<file path="config.mk">
export PLATFORM = sky130hd
export DESIGN_NAME = mcpu_seq_ctrl
export DESIGN_NICKNAME = d
export VERILOG_FILES = /design/src/rtl/mcpu_pkg.sv /design/src/rtl/mcpu_fetch_tmo.sv /design/src/rtl/mcpu_seq_ctrl.sv
export SDC_FILE = /design/constraint.sdc
export NUM_CORES = 1
export LEC_CHECK = 0
export ABC_CLOCK_PERIOD_IN_PS = 2400
export CAP_MARGIN = 20
export CORE_MARGIN = 1
export CORE_UTILIZATION = 47
export CTS_CLUSTER_DIAMETER = 60
export DETAILED_ROUTE_END_ITERATION = 12
export GPL_ROUTABILITY_DRIVEN = 1
export HOLD_SLACK_MARGIN = 0.12
export PLACE_DENSITY_LB_ADDON = 0.25
export RECOVER_POWER = 100
export REMOVE_ABC_BUFFERS = 1
export SLEW_MARGIN = 20
export SYNTH_ARGS = -nofsm -noshare
export SYNTH_HDL_FRONTEND = slang
export SYNTH_SLANG_ARGS = --single-unit
</file>
<file path="constraint.sdc">
create_clock -name CLK -period 2.4 [get_ports CLK]
set_clock_uncertainty 0.1 [all_clocks]
set_input_delay 0.48 -clock CLK [delete_from_list [all_inputs] [get_ports CLK]]
set_output_delay 0.48 -clock CLK [all_outputs]
set_load 0.02 [all_outputs]
</file>
<file path="src/rtl/mcpu_pkg.sv">
// Shared types and constants for the multi-cycle CPU control sequencer.
package mcpu_pkg;

    typedef enum logic [2:0] {
        S_IDLE   = 3'd0,
        S_FETCH  = 3'd1,
        S_DECODE = 3'd2,
        S_EXEC   = 3'd3,
        S_WB     = 3'd4,
        S_DBG    = 3'd5,
        S_HALT   = 3'd6,
        S_ERROR  = 3'd7
    } state_t;

    localparam logic [5:0] OPC_RTYPE   = 6'h00;
    localparam logic [5:0] HALT_OP_DEF = 6'h3F;

    // Instruction field positions
    localparam int unsigned OPC_HI = 31;
    localparam int unsigned OPC_LO = 26;
    localparam int unsigned RT_HI  = 20;
    localparam int unsigned RT_LO  = 16;
    localparam int unsigned RD_HI  = 15;
    localparam int unsigned RD_LO  = 11;

    function automatic logic [5:0] opcode_of(input logic [31:0] inst);
        return inst[OPC_HI:OPC_LO];
    endfunction

endpackage

</file>
<file path="src/rtl/mcpu_fetch_tmo.sv">
// Fetch timeout counter: counts FETCH cycles without IMEM_RDY, flags the last allowed one.
module mcpu_fetch_tmo #(
    parameter int unsigned TMO = 15
) (
    input  logic clk,
    input  logic rst_n,
    input  logic clr,
    input  logic inc,
    output logic expire
);

    logic [7:0] cnt;

    always_ff @(posedge clk or negedge rst_n) begin
        if (!rst_n) begin
            cnt <= '0;
        end else if (clr) begin
            cnt <= '0;
        end else if (inc) begin
            cnt <= cnt + 8'd1;
        end
    end

    assign expire = (cnt == 8'(TMO - 1));

endmodule

</file>
<file path="src/rtl/mcpu_seq_ctrl.sv">
// Multi-cycle control sequencer: fetch/decode/exec/writeback with debug write-port arbitration.
module mcpu_seq_ctrl
    import mcpu_pkg::*;
#(
    parameter logic [5:0]  HALT_OP   = HALT_OP_DEF,
    parameter int unsigned FETCH_TMO = 15
) (
    input  logic        CLK,
    input  logic        RST,
    input  logic        START,
    output logic        IMEM_REQ,
    input  logic        IMEM_RDY,
    input  logic [31:0] IMEM_DATA,
    output logic [31:0] INST,
    output logic        ALUSRC,
    output logic        DES_SEL,
    output logic        REG_WE,
    output logic        PC_INC,
    input  logic        DBG_REQ,
    output logic        DBG_GNT,
    output logic        BUSY,
    output logic        HALTED,
    output logic        ERR
);

    state_t state;
    state_t state_nxt;
    logic   tmo_clr;
    logic   tmo_inc;
    logic   tmo_exp;
    logic   fetch_hs;

    assign fetch_hs = (state == S_FETCH) && IMEM_RDY;
    assign tmo_inc  = (state == S_FETCH) && !IMEM_RDY;
    assign tmo_clr  = !tmo_inc;

    mcpu_fetch_tmo #(
        .TMO(FETCH_TMO)
    ) u_fetch_tmo (
        .clk    (CLK),
        .rst_n  (RST),
        .clr    (tmo_clr),
        .inc    (tmo_inc),
        .expire (tmo_exp)
    );

    always_ff @(posedge CLK or negedge RST) begin
        if (!RST) begin
            state <= S_IDLE;
        end else begin
            state <= state_nxt;
        end
    end

    always_ff @(posedge CLK or negedge RST) begin
        if (!RST) begin
            INST    <= '0;
            ALUSRC  <= 1'b0;
            DES_SEL <= 1'b0;
        end else begin
            if (fetch_hs) begin
                INST <= IMEM_DATA;
            end
            if (state == S_DECODE) begin
                ALUSRC  <= (opcode_of(INST) != OPC_RTYPE);
                DES_SEL <= (opcode_of(INST) != OPC_RTYPE);
            end
        end
    end

    always_comb begin
        state_nxt = state;
        IMEM_REQ  = 1'b0;
        REG_WE    = 1'b0;
        PC_INC    = 1'b0;
        DBG_GNT   = 1'b0;
        BUSY      = 1'b0;
        HALTED    = 1'b0;
        ERR       = 1'b0;
        case (state)
            S_IDLE: begin
                DBG_GNT = DBG_REQ;
                if (START && !DBG_REQ) begin
                    state_nxt = S_FETCH;
                end
            end
            S_FETCH: begin
                IMEM_REQ = 1'b1;
                BUSY     = 1'b1;
                // A handshake on the final timeout cycle still counts as a fetch
                if (IMEM_RDY) begin
                    state_nxt = S_DECODE;
                end else if (tmo_exp) begin
                    state_nxt = S_ERROR;
                end
            end
            S_DECODE: begin
                BUSY      = 1'b1;
                state_nxt = (opcode_of(INST) == HALT_OP) ? S_HALT : S_EXEC;
            end
            S_EXEC: begin
                BUSY      = 1'b1;
                state_nxt = S_WB;
            end
            S_WB: begin
                BUSY      = 1'b1;
                REG_WE    = 1'b1;
                PC_INC    = 1'b1;
                state_nxt = DBG_REQ ? S_DBG : S_FETCH;
            end
            S_DBG: begin
                DBG_GNT = DBG_REQ;
                if (!DBG_REQ) begin
                    state_nxt = S_FETCH;
                end
            end
            S_HALT: begin
                HALTED  = 1'b1;
                DBG_GNT = DBG_REQ;
            end
            S_ERROR: begin
                ERR = 1'b1;
            end
            default: begin
                state_nxt = S_IDLE;
            end
        endcase
        // Grant must read 0 while reset is held, even if debug is requesting
        if (!RST) begin
            DBG_GNT = 1'b0;
        end
    end

endmodule

</file>
==> impl_metrics.env <==
export IMPL_reg_to_reg_critical_path_startpoint="state[2]$_DFFE_PN0P_"
export IMPL_core_region_area_sq_um=4120
export IMPL_clock_sinks=44
export IMPL_crit_path_end_kind="output pin"
export IMPL_report_power_total_mw=3.45
export IMPL_remaining_drc_errors=0
export IMPL_dpl_hpwl_microns=2960
export IMPL_die_width_microns=68.2
export IMPL_numCtsBuffers=5
export IMPL_fmax_mhz=432
export IMPL_synthesis_area_sq_um=2060
export IMPL_cts_htree_levels=2
export IMPL_timing_setup_critical_path_class="reg -> out"
export IMPL_ioPinCount=78
export IMPL_cts_root_buf="sky130_fd_sc_hd__clkbuf_8"
export IMPL_postCtsHoldBufs=0
export IMPL_worst_slew_pin_slew_ns=1.06
export IMPL_max_cap_violations=0
export IMPL_antenna_cells_inserted=0
export IMPL_placement_io_buffers=77
export IMPL_synth_seq_area_share_pct=53.5
export IMPL_instance_count_of_the_mapped_netlist=148
export IMPL_ff2ff_path_depth=5
export IMPL_post_synth_cell_area_avg_sq_um=13.9
export IMPL_number_of_antenna_violations_at_the_first_check_in_global_routing=0
export IMPL_powerDensity_nw_per_um2=1250
export IMPL_global_route_usage_total_pct=19.9
export IMPL_r2r_end="INST[10]$_DFFE_PN0P_"
export IMPL_synth_top_cell_area_share_pct=53.5
export IMPL_ys_seq_elements=44
export IMPL_dr_pass1_iters=4
export IMPL_r2r_setup_slk_ns=0.22
export IMPL_drtAntennaViolNets=0
export IMPL_worst_setup_hold_path_clk_slew_ns=0.08
export IMPL_initialDrtViolationCount=44
export IMPL_netlist_top_cells_area="sky130_fd_sc_hd__dfrtp_1 53%, sky130_fd_sc_hd__mux2_4 22%, sky130_fd_sc_hd__buf_12 2.9%, sky130_fd_sc_hd__nor2_1 2.4%, sky130_fd_sc_hd__xor2_1 2.1%"
export IMPL_outcome="finished clean"
export IMPL_die_height_microns=68.2
export IMPL_nNetsFinal=266
export IMPL_syn_to_final_growth_pct=34.4
export IMPL_crit_path_required_time_ns=1.82
export IMPL_power_static_leakage_nw=1.18
export IMPL_cts_root_to_sink_buffers=2
export IMPL_timing_critical_path_from_type="flip-flop"
export IMPL_slew_headroom_pct=29.0
export IMPL_count_of_unique_library_cells_instantiated_by_yosys=31
export IMPL_finalWeightedCongestion=0.725
export IMPL_globalRouteOverflowTotal=0
export IMPL_timing_final_setup_violations=0
export IMPL_global_route_wire_length_before_repair_microns=6720
export IMPL_crit_path_top_delay_cell="sky130_fd_sc_hd__clkdlybuf4s50_1"
export IMPL_final_min_clock_period_ns=2.31
export IMPL_yosysTopAreaCell="sky130_fd_sc_hd__dfrtp_1"
export IMPL_async_reset_ff_share_pct=100
export IMPL_min_path_type="in -> async"
export IMPL_initial_core_util_pct=50.0
export IMPL_grt_setup_unrepaired="no"
export IMPL_design_die_area_sq_um=4650
export IMPL_crit_path_cell_trace="inv_2 -> nor3_1 -> clkdlybuf4s50_1"
export IMPL_report_final_slew_viol_count=0
export IMPL_cts_tree="built"
export IMPL_most_used_dff_post_synth="sky130_fd_sc_hd__dfrtp_1"
export IMPL_grt_pass1_vias=1516
export IMPL_synth_edf_count=0
export IMPL_totalNegativeSetupSlack_ns=0
export IMPL_peak_per_stage_delay_on_the_critical_path_ns=0.64
export IMPL_synth_yosys_warnings=0
export IMPL_power_ir_vdd_worst_v=0.000770
export IMPL_grt_max_degree=45
export IMPL_final_hold_violation_count=0
export IMPL_row_count=23
export IMPL_vias_per_cell=5.12
export IMPL_cp_max_fo=7
export IMPL_layout_drive_gt1_share_pct=10.5
export IMPL_cts_post_setup_buffers_inserted=0
export IMPL_clock_insertion_delay_worst_skew_ns=0.29
export IMPL_critPathArrivalTime_ns=1.73
export IMPL_min_period_over_period_pct=96.4
export IMPL_totalWireLength_microns=4200
export IMPL_post_drt_wl_per_cell_microns=15.1
export IMPL_route_vias_total=1423
per-layer routing:
layer	vias up	global-route usage, %	part of all wire (%)
met5	-	0	0
met4	0	5.73	1.6
met3	6	8.17	6.9
met2	63	31.4	48
met1	691	25.0	43
li1	663	-	-
power by group:
part | total [mW] | internal (mW) | leakage (nW) | switching [mW]
combinational | 1.71 | 0.816 | 0.608 | 0.893
clock | 0.444 | 0.208 | 0.0424 | 0.237
sequential | 1.30 | 1.06 | 0.533 | 0.236
total | 3.45 | 2.09 | 1.18 | 1.37
per-stage QoR:
step	setup slack, ns	instances	hold slack, ns	cell area (sq um)	utilization [%]
floorplan	0.345	139	0.0844	1950	-
global placement	0.125	270	0.368	2820	68.5
detailed placement	0.0948	270	0.382	2820	68.5
CTS	0.0302	278	0.197	2910	70.7
global route	0.0235	278	0.417	2770	67.3
finish	0.0867	278	0.380	2770	67.3
area by class of cell:
| class | instances | area [sq um] |
|---|---|---|
| Clock inverter | 1 | 8.76 |
| Timing Repair Buffer | 81 | 766 |
| Sequential cell | 44 | 1100 |
| Clock buffer | 7 | 76.3 |
| Inverter | 6 | 22.5 |
| Fill cell | 316 | 1350 |
| Tap cell | 50 | 62.6 |
| Multi-Input combinational cell | 89 | 729 |
worst max-delay path by stage:
stage,start,to,slack (ns),cells past startpoint
after floorplan,state[2]$_DFFE_PN0P_,PC_INC,0.34,2
after global placement,DBG_REQ,DBG_GNT,0.13,4
after detailed placement,DBG_REQ,DBG_GNT,0.09,4
after CTS,state[1]$_DFFE_PN0P_,ERR,0.03,3
after global routing,state[2]$_DFFE_PN0P_,HALTED,0.02,3
final,state[2]$_DFFE_PN0P_,HALTED,0.09,3
critical path, delay by kind of cell, from the launching register on:
family | cells | cell delay [ns]
simple gates | 1 | 0.23
buf+inv | 2 | 0.75
flops | 1 | 0.47
synth_stat cells (3+ instances only):
cell                      number
sky130_fd_sc_hd__a21oi_1       4
sky130_fd_sc_hd__and3_1        3
sky130_fd_sc_hd__buf_12        3
sky130_fd_sc_hd__buf_4         3
sky130_fd_sc_hd__dfrtp_1      44
sky130_fd_sc_hd__inv_1         6
sky130_fd_sc_hd__mux2_4       30
sky130_fd_sc_hd__nand3_1       5
sky130_fd_sc_hd__nor2_1       13
sky130_fd_sc_hd__nor3_1        6
sky130_fd_sc_hd__xor2_1        5
cells by family after synthesis:
| logic type | synth area share [%] |
|---|---|
| simple gates | 9.11 |
| compound gates | 3.83 |
| mux | 23.0 |
| xor+xnor | 2.98 |
| buf+inv | 6.44 |
| flops | 53.5 |
| fa+ha+maj | 1.21 |
cells in the final DEF, fill, tap and decap left out, types with 3 or more instances in the layout:
cell,n
sky130_fd_sc_hd__clkbuf_1,6
sky130_fd_sc_hd__clkbuf_8,5
sky130_fd_sc_hd__inv_1,5
sky130_fd_sc_hd__a21oi_1,4
sky130_fd_sc_hd__nor3_1,5
sky130_fd_sc_hd__dlygate4sd3_1,35
sky130_fd_sc_hd__nand3_1,5
sky130_fd_sc_hd__nor2_1,13
sky130_fd_sc_hd__mux2_4,5
sky130_fd_sc_hd__clkdlybuf4s50_1,36
sky130_fd_sc_hd__mux2_1,25
sky130_fd_sc_hd__xor2_1,5
sky130_fd_sc_hd__dfrtp_1,42
sky130_fd_sc_hd__and3_1,3
flip-flops by register name, indices dropped and copies added (netlist names):
name and flops:
DES_SEL 1, u_fetch_tmo.cnt 8, state 3, INST 32
timing repair:
item	CTS	global route
setup endpoints to repair	3	4
hold endpoints to repair	0	0
cloned	0	0
gates resized for setup	4	5
pin swaps	0	0
Note: power is estimated with default switching activity, not from simulation.
